## config.mk

```make
export PLATFORM = sky130hd
export DESIGN_NAME = cpu_core
export DESIGN_NICKNAME = d
export VERILOG_FILES = /design/src/rtl/cpu_core.sv
export SDC_FILE = /design/constraint.sdc
export NUM_CORES = 2
export LEC_CHECK = 0
export BUFFER_PORTS_ARGS = -buffer_cell sky130_fd_sc_hd__buf_2
export CORE_ASPECT_RATIO = 1.75
export CORE_MARGIN = 3
export CORE_UTILIZATION = 40
export CTS_BUF_LIST = sky130_fd_sc_hd__clkbuf_16
export CTS_CLUSTER_SIZE = 40
export DETAILED_ROUTE_END_ITERATION = 7
export GPL_TIMING_DRIVEN = 0
export PLACE_DENSITY = 0.66
export SYNTH_ARGS = -nofsm -noshare
export SYNTH_HDL_FRONTEND = slang
export SYNTH_SLANG_ARGS = --single-unit
```

## constraint.sdc

```tcl
create_clock -name clk -period 8.6 [get_ports clk]
set_clock_uncertainty 0.2 [all_clocks]
set_input_delay 0 -clock clk [delete_from_list [all_inputs] [get_ports clk]]
set_output_delay 0 -clock clk [all_outputs]
set_load 0.02 [all_outputs]
```

## src/rtl/cpu_core.sv

```systemverilog
`default_nettype none
// ============================================================================
//  Module      : cpu_core
//  Description : Single-issue 16-bit-instruction CPU core with a parametrised
//                datapath, 16-entry register file, conditional branch, halt
//                and load/store over a ready-handshaked data-memory port.
//  Revision    : 1.0 - initial release
// ============================================================================
module cpu_core #(
  parameter int DATA_W   = 16,
  parameter int PC_W     = 16,
  parameter int RESET_PC = 0,
  parameter int CNT_W    = 16
) (
  input  logic              clk,
  input  logic              rst,
  output logic [PC_W-1:0]   imem_addr,
  input  logic [15:0]       imem_data,
  output logic              dmem_req,
  output logic              dmem_we,
  output logic [DATA_W-1:0] dmem_addr,
  output logic [DATA_W-1:0] dmem_wdata,
  input  logic              dmem_ready,
  input  logic [DATA_W-1:0] dmem_rdata,
  input  logic [3:0]        dbg_sel,
  output logic [DATA_W-1:0] dbg_data,
  output logic [PC_W-1:0]   pc,
  output logic              halted,
  output logic [CNT_W-1:0]  retired
);

  typedef enum logic [1:0] {
    S_RUN  = 2'd0,
    S_MEM  = 2'd1,
    S_HALT = 2'd2
  } state_t;

  localparam logic [3:0] OP_MOV = 4'h0;
  localparam logic [3:0] OP_ADD = 4'h1;
  localparam logic [3:0] OP_JMP = 4'h2;
  localparam logic [3:0] OP_SUB = 4'h3;
  localparam logic [3:0] OP_JZ  = 4'h4;
  localparam logic [3:0] OP_LD  = 4'h5;
  localparam logic [3:0] OP_ST  = 4'h6;
  localparam logic [3:0] OP_HLT = 4'hF;

  state_t              state_q, state_d;
  logic [PC_W-1:0]     pc_q, pc_d;
  logic [CNT_W-1:0]    retired_q, retired_d;
  logic [DATA_W-1:0]   regs_q [16];
  logic [DATA_W-1:0]   regs_d [16];
  logic                req_q, req_d;
  logic                we_q, we_d;
  logic [DATA_W-1:0]   addr_q, addr_d;
  logic [DATA_W-1:0]   wdata_q, wdata_d;
  logic [3:0]          ld_rt_q, ld_rt_d;

  // Instruction field decode and register operand read (old values).
  logic [3:0]          op, ra, rb, rt;
  logic [DATA_W-1:0]   rs_a, rs_b;
  logic [PC_W-1:0]     pc_inc, jz_off;

  assign op     = imem_data[15:12];
  assign ra     = imem_data[11:8];
  assign rb     = imem_data[7:4];
  assign rt     = imem_data[3:0];
  assign rs_a   = regs_q[ra];
  assign rs_b   = regs_q[rb];
  assign pc_inc = pc_q + PC_W'(1);
  // Branch offset is a signed byte, sign-extended to the PC width.
  assign jz_off = PC_W'($signed(imem_data[7:0]));

  // Next-state, datapath and memory-request logic for the RUN/MEM/HALT FSM.
  always_comb begin
    state_d   = state_q;
    pc_d      = pc_q;
    retired_d = retired_q;
    regs_d    = regs_q;
    req_d     = req_q;
    we_d      = we_q;
    addr_d    = addr_q;
    wdata_d   = wdata_q;
    ld_rt_d   = ld_rt_q;

    case (state_q)
      S_RUN: begin
        pc_d      = pc_inc;
        retired_d = retired_q + CNT_W'(1);
        case (op)
          OP_MOV: regs_d[rt] = DATA_W'(imem_data[11:4]);
          OP_ADD: regs_d[rt] = rs_a + rs_b;
          OP_SUB: regs_d[rt] = rs_a - rs_b;
          OP_JMP: pc_d = PC_W'(imem_data[11:0]);
          OP_JZ: begin
            if (rs_a == '0) pc_d = pc_q + jz_off;
          end
          OP_LD, OP_ST: begin
            // Memory ops complete (and retire) in MEM, not here.
            pc_d      = pc_q;
            retired_d = retired_q;
            req_d     = 1'b1;
            we_d      = (op == OP_ST);
            addr_d    = rs_a;
            wdata_d   = rs_b;
            ld_rt_d   = rt;
            state_d   = S_MEM;
          end
          OP_HLT: begin
            // pc stays on the HLT address; the HLT itself is retired.
            pc_d    = pc_q;
            state_d = S_HALT;
          end
          default: ;
        endcase
      end
      S_MEM: begin
        if (dmem_ready) begin
          if (!we_q) regs_d[ld_rt_q] = dmem_rdata;
          pc_d      = pc_inc;
          retired_d = retired_q + CNT_W'(1);
          req_d     = 1'b0;
          state_d   = S_RUN;
        end
      end
      default: ;
    endcase
  end

  // Architectural state registers; reset abandons any outstanding request.
  always_ff @(posedge clk or posedge rst) begin
    if (rst) begin
      state_q   <= S_RUN;
      pc_q      <= PC_W'(RESET_PC);
      retired_q <= '0;
      req_q     <= 1'b0;
      we_q      <= 1'b0;
      addr_q    <= '0;
      wdata_q   <= '0;
      ld_rt_q   <= '0;
      for (int i = 0; i < 16; i++) regs_q[i] <= '0;
    end else begin
      state_q   <= state_d;
      pc_q      <= pc_d;
      retired_q <= retired_d;
      req_q     <= req_d;
      we_q      <= we_d;
      addr_q    <= addr_d;
      wdata_q   <= wdata_d;
      ld_rt_q   <= ld_rt_d;
      for (int i = 0; i < 16; i++) regs_q[i] <= regs_d[i];
    end
  end

  assign imem_addr  = pc_q;
  assign pc         = pc_q;
  assign retired    = retired_q;
  assign halted     = (state_q == S_HALT);
  assign dmem_req   = req_q;
  assign dmem_we    = we_q;
  assign dmem_addr  = addr_q;
  assign dmem_wdata = wdata_q;
  assign dbg_data   = regs_q[dbg_sel];

endmodule
`default_nettype wire
```

==> flow_summary.toml <==
[yosys]
postSynthCellCount = 2598
synth_ff_type = "dfrtp_1"
ys_seq_elements = 328
synth_edf_count = 0
netlist.area_leader.share_pct = 32.7
synth.avg_cell_area_sq_um = 9.65
ys_seq_area_share_pct = 32.7
synth_area_leaders = "dfrtp_1 (33%), mux4_2 (20%), o21ai_0 (5.4%), a22oi_1 (4.3%), nand2_1 (3.7%)"
async_flop_share_pct = 100
yosysWarningCount = 0
synth_fp_nets = 2687
synth_top_area_cell = "dfrtp_1"
synthesis.area_sq_um = 25100
synth.most_common_cell = "dfrtp_1"
synthTopCellsByCount = "dfrtp_1 (328), o21ai_0 (268), nand2_1 (245)"
synth_cell_types = 68

[clock_tree]
cts.sinks = 328
htreeDepth = 2
cts.clk_slew.worst_paths_ns = 0.07
cts_hold_buf = 28
cts_tree = "done"
cts_resized = 0
cts_buffers = 38
clockRootBuffer = "clkbuf_16"
cts_setup_buffers = 0
clk-insertion-delay-late_ns = 0.60
cts_max_path_buffers = 3

[timing]
hold_viol_final = 0
rsz0062_at_grt = "false"
max_freq_mhz = 122
setup-tns-final_ns = 0
slew_headroom_pct = -7.85
worst_pin_slew_ns = 1.61
fin_crit_ns = 8.20
slew_viol_final = 20
finalCritPeriodShare_pct = 95.4
setup_viol = 0

[place]
dp_hpwl_microns = 110000
port_buffers = 128
dpl_cell_area_sq_um = 27000
place.gp.congestion = 1.07

[floorplan]
die_w_microns = 195
core-area_sq_um = 61600
pin_count = 138
start_util_pct = 40.7
die_h_microns = 337
placementRows = 120
dieArea_sq_um = 65800

[cells_and_area]
synthToLayoutAreaGrowth_pct = 14.3
multi_input_area_sq_um = 15700
regArea_sq_um = 8210
nets = 2899
drive_gt1_share_pct = 17.9
n_fill_cell = 5897
design_area_sq_um = 28600

[detailed_routing]
ant_nets = 0
route.top_layer_used = "met4"
routed_wl_microns = 137000
wl_met3_microns = 12600
dr_wl_met2_microns = 64300
dr.pass1.iters = 8
drt-met1-wl_microns = 45500
via_per_inst = 7.05
wire_per_inst_microns = 37.7
route.vias.total = 25604
drcViolationCount = 0
drt_iter0_markers = 3308

[worst_hold_path]
min_from = "dmem_rdata[2]"
hold_class = "in -> reg"

[critical_path]
r2r_cells = 14
crit_path_end = "regs_q[63]"
cp-start-kind = "input port"
worstSetupPathType = "in -> reg"
timing.rr.end = "regs_q[63]"
crit_arrival_ns = 8.43
startpoint = "imem_data[4]"
endpoint_kind = "register"
path_max_fanout = 10
r2r_slack_ns = 2.73
worstPathRequired_ns = 8.83
crit-reg2reg-launch = "regs_q[49]"

[pwr]
vdd_drop_max_v = 0.000217
combPwrFrac_pct = 39.1
clockPowerShare_pct = 28.9
seqPwrFrac_pct = 32.0
p_switching_mw = 2.75
p_leak_nw = 11.2
p_int_mw = 3.79
switching_share_pct = 42.1
p_per_area_nw_per_um2 = 228

[outcome]
status = "complete, but fails checks"
violations = "capacitance limit, slew limit"

[global_routing]
grt_use_total_pct = 40.7
antenna_found_initial = 3
grt_max_degree = 44
grt-ovfl-total = 0
grt_pass1_vias = 25059
grt_pass1_wl_microns = 189000

[job]
maxCapViolCount = 2
[critical path: stages]
cell           delay, ns
dlygate4sd3_1       0.52
buf_2               0.15
clkbuf_1            0.57
clkbuf_1            0.91
buf_1               1.05
mux4_2              0.65
mux4_2              0.61
inv_1               0.12
ha_1                0.24
nor2b_1             0.13
o21a_1              0.18
o211a_1             0.25
o31ai_1             0.55
o221ai_1            0.27
a41oi_1             0.26
o21ai_0             0.27
xnor2_1             0.97
clkbuf_1            0.53
o41ai_1             0.13
[cells in the final DEF, fill, tap and decap left out, types with 12 or more instances in the layout]
cell	instances
a221o_1	47
xnor2_1	39
mux4_2	226
nand2b_1	22
nand3_1	28
o21ai_1	20
a221oi_1	54
buf_4	20
and3_1	32
mux2_2	21
o21ai_0	268
o41ai_1	16
ha_1	47
dlygate4sd3_1	28
o21a_1	18
a22oi_1	142
buf_2	141
nor2b_1	21
o31ai_1	31
clkbuf_1	171
or2_2	12
buf_1	25
a31oi_1	18
a21oi_1	147
inv_1	57
clkbuf_16	41
o22a_1	15
nor2_1	240
nor3_1	91
nand2_1	245
o221ai_1	28
dfrtp_1	328
o22ai_1	23
[final cells by class]
type / count / area share (%)
antenna: 2 / 0.0175
buffer: 234 / 3.54
clock buffer: 41 / 3.58
clock inverter: 28 / 1.20
inverter: 54 / 0.721
multi-input combinational: 1982 / 54.7
sequential: 328 / 28.7
tap: 793 / 3.46
timing repair buffer: 172 / 4.12
[per-layer routing]
layer | up-vias | GRT usage, %
met2 | 1781 | 67.0
met3 | 522 | 9.13
li1 | 10498 | -
met1 | 12803 | 44.7
met4 | 0 | 34.1
met5 | - | 0
[flip-flops by register name, summed over array words and instances (netlist names)]
register and cells:
dmem_wdata 16, state_q 2, dmem_we 1, imem_addr 16, regs_q 256, dmem_addr 16
retired 16, ld_rt_q 4, dmem_req 1
[power by group through the flow]
| stage | sequential [mW] | combinational (mW) | clock [mW] |
|---|---|---|---|
| after detailed placement | 2.10 | 2.48 | 0 |
| after global placement | 2.08 | 2.41 | 0 |
| after CTS | 2.07 | 2.50 | 1.90 |
| after global routing | 2.12 | 2.69 | 1.95 |
| final | 2.09 | 2.56 | 1.89 |
| after floorplan | 2.09 | 1.50 | 0 |
[logic make-up after synthesis]
kind of cell / after synthesis / synth area share, %
AO/OA/AOI/OAI: 897 / 23.6
AND/OR/NAND/NOR: 728 / 12.9
flip-flops: 328 / 32.7
buffers and inverters: 288 / 4.85
multiplexers: 257 / 21.6
XOR/XNOR: 50 / 1.75
adder cells (fa/ha/maj): 50 / 2.59
[worst min-delay path by stage]
stage	end	slack [ns]	cells past startpoint
3_5_place_dp	dmem_wdata[10]	-0.24	2
2_1_floorplan	regs_q[30]	-0.04	2
3_3_place_gp	regs_q[31]	0.12	3
6_report	regs_q[210]	0.03	5
5_1_grt	regs_q[53]	0.04	4
4_1_cts	regs_q[53]	0.004	4
[per-stage QoR]
step	worst slack, ns	hold slack (ns)	instances	utilization (%)	total power, mW
global route	0.259	0.0384	3632	46.5	6.76
detailed placement	0.478	-0.236	3535	43.8	4.58
floorplan	3.61	-0.0435	2598	-	3.59
global placement	0.458	0.124	3519	43.4	4.49
finish	0.400	0.0288	3634	46.5	6.54
CTS	0.525	0.00387	3632	46.5	6.47
Note: power is estimated with default switching activity, not from simulation.
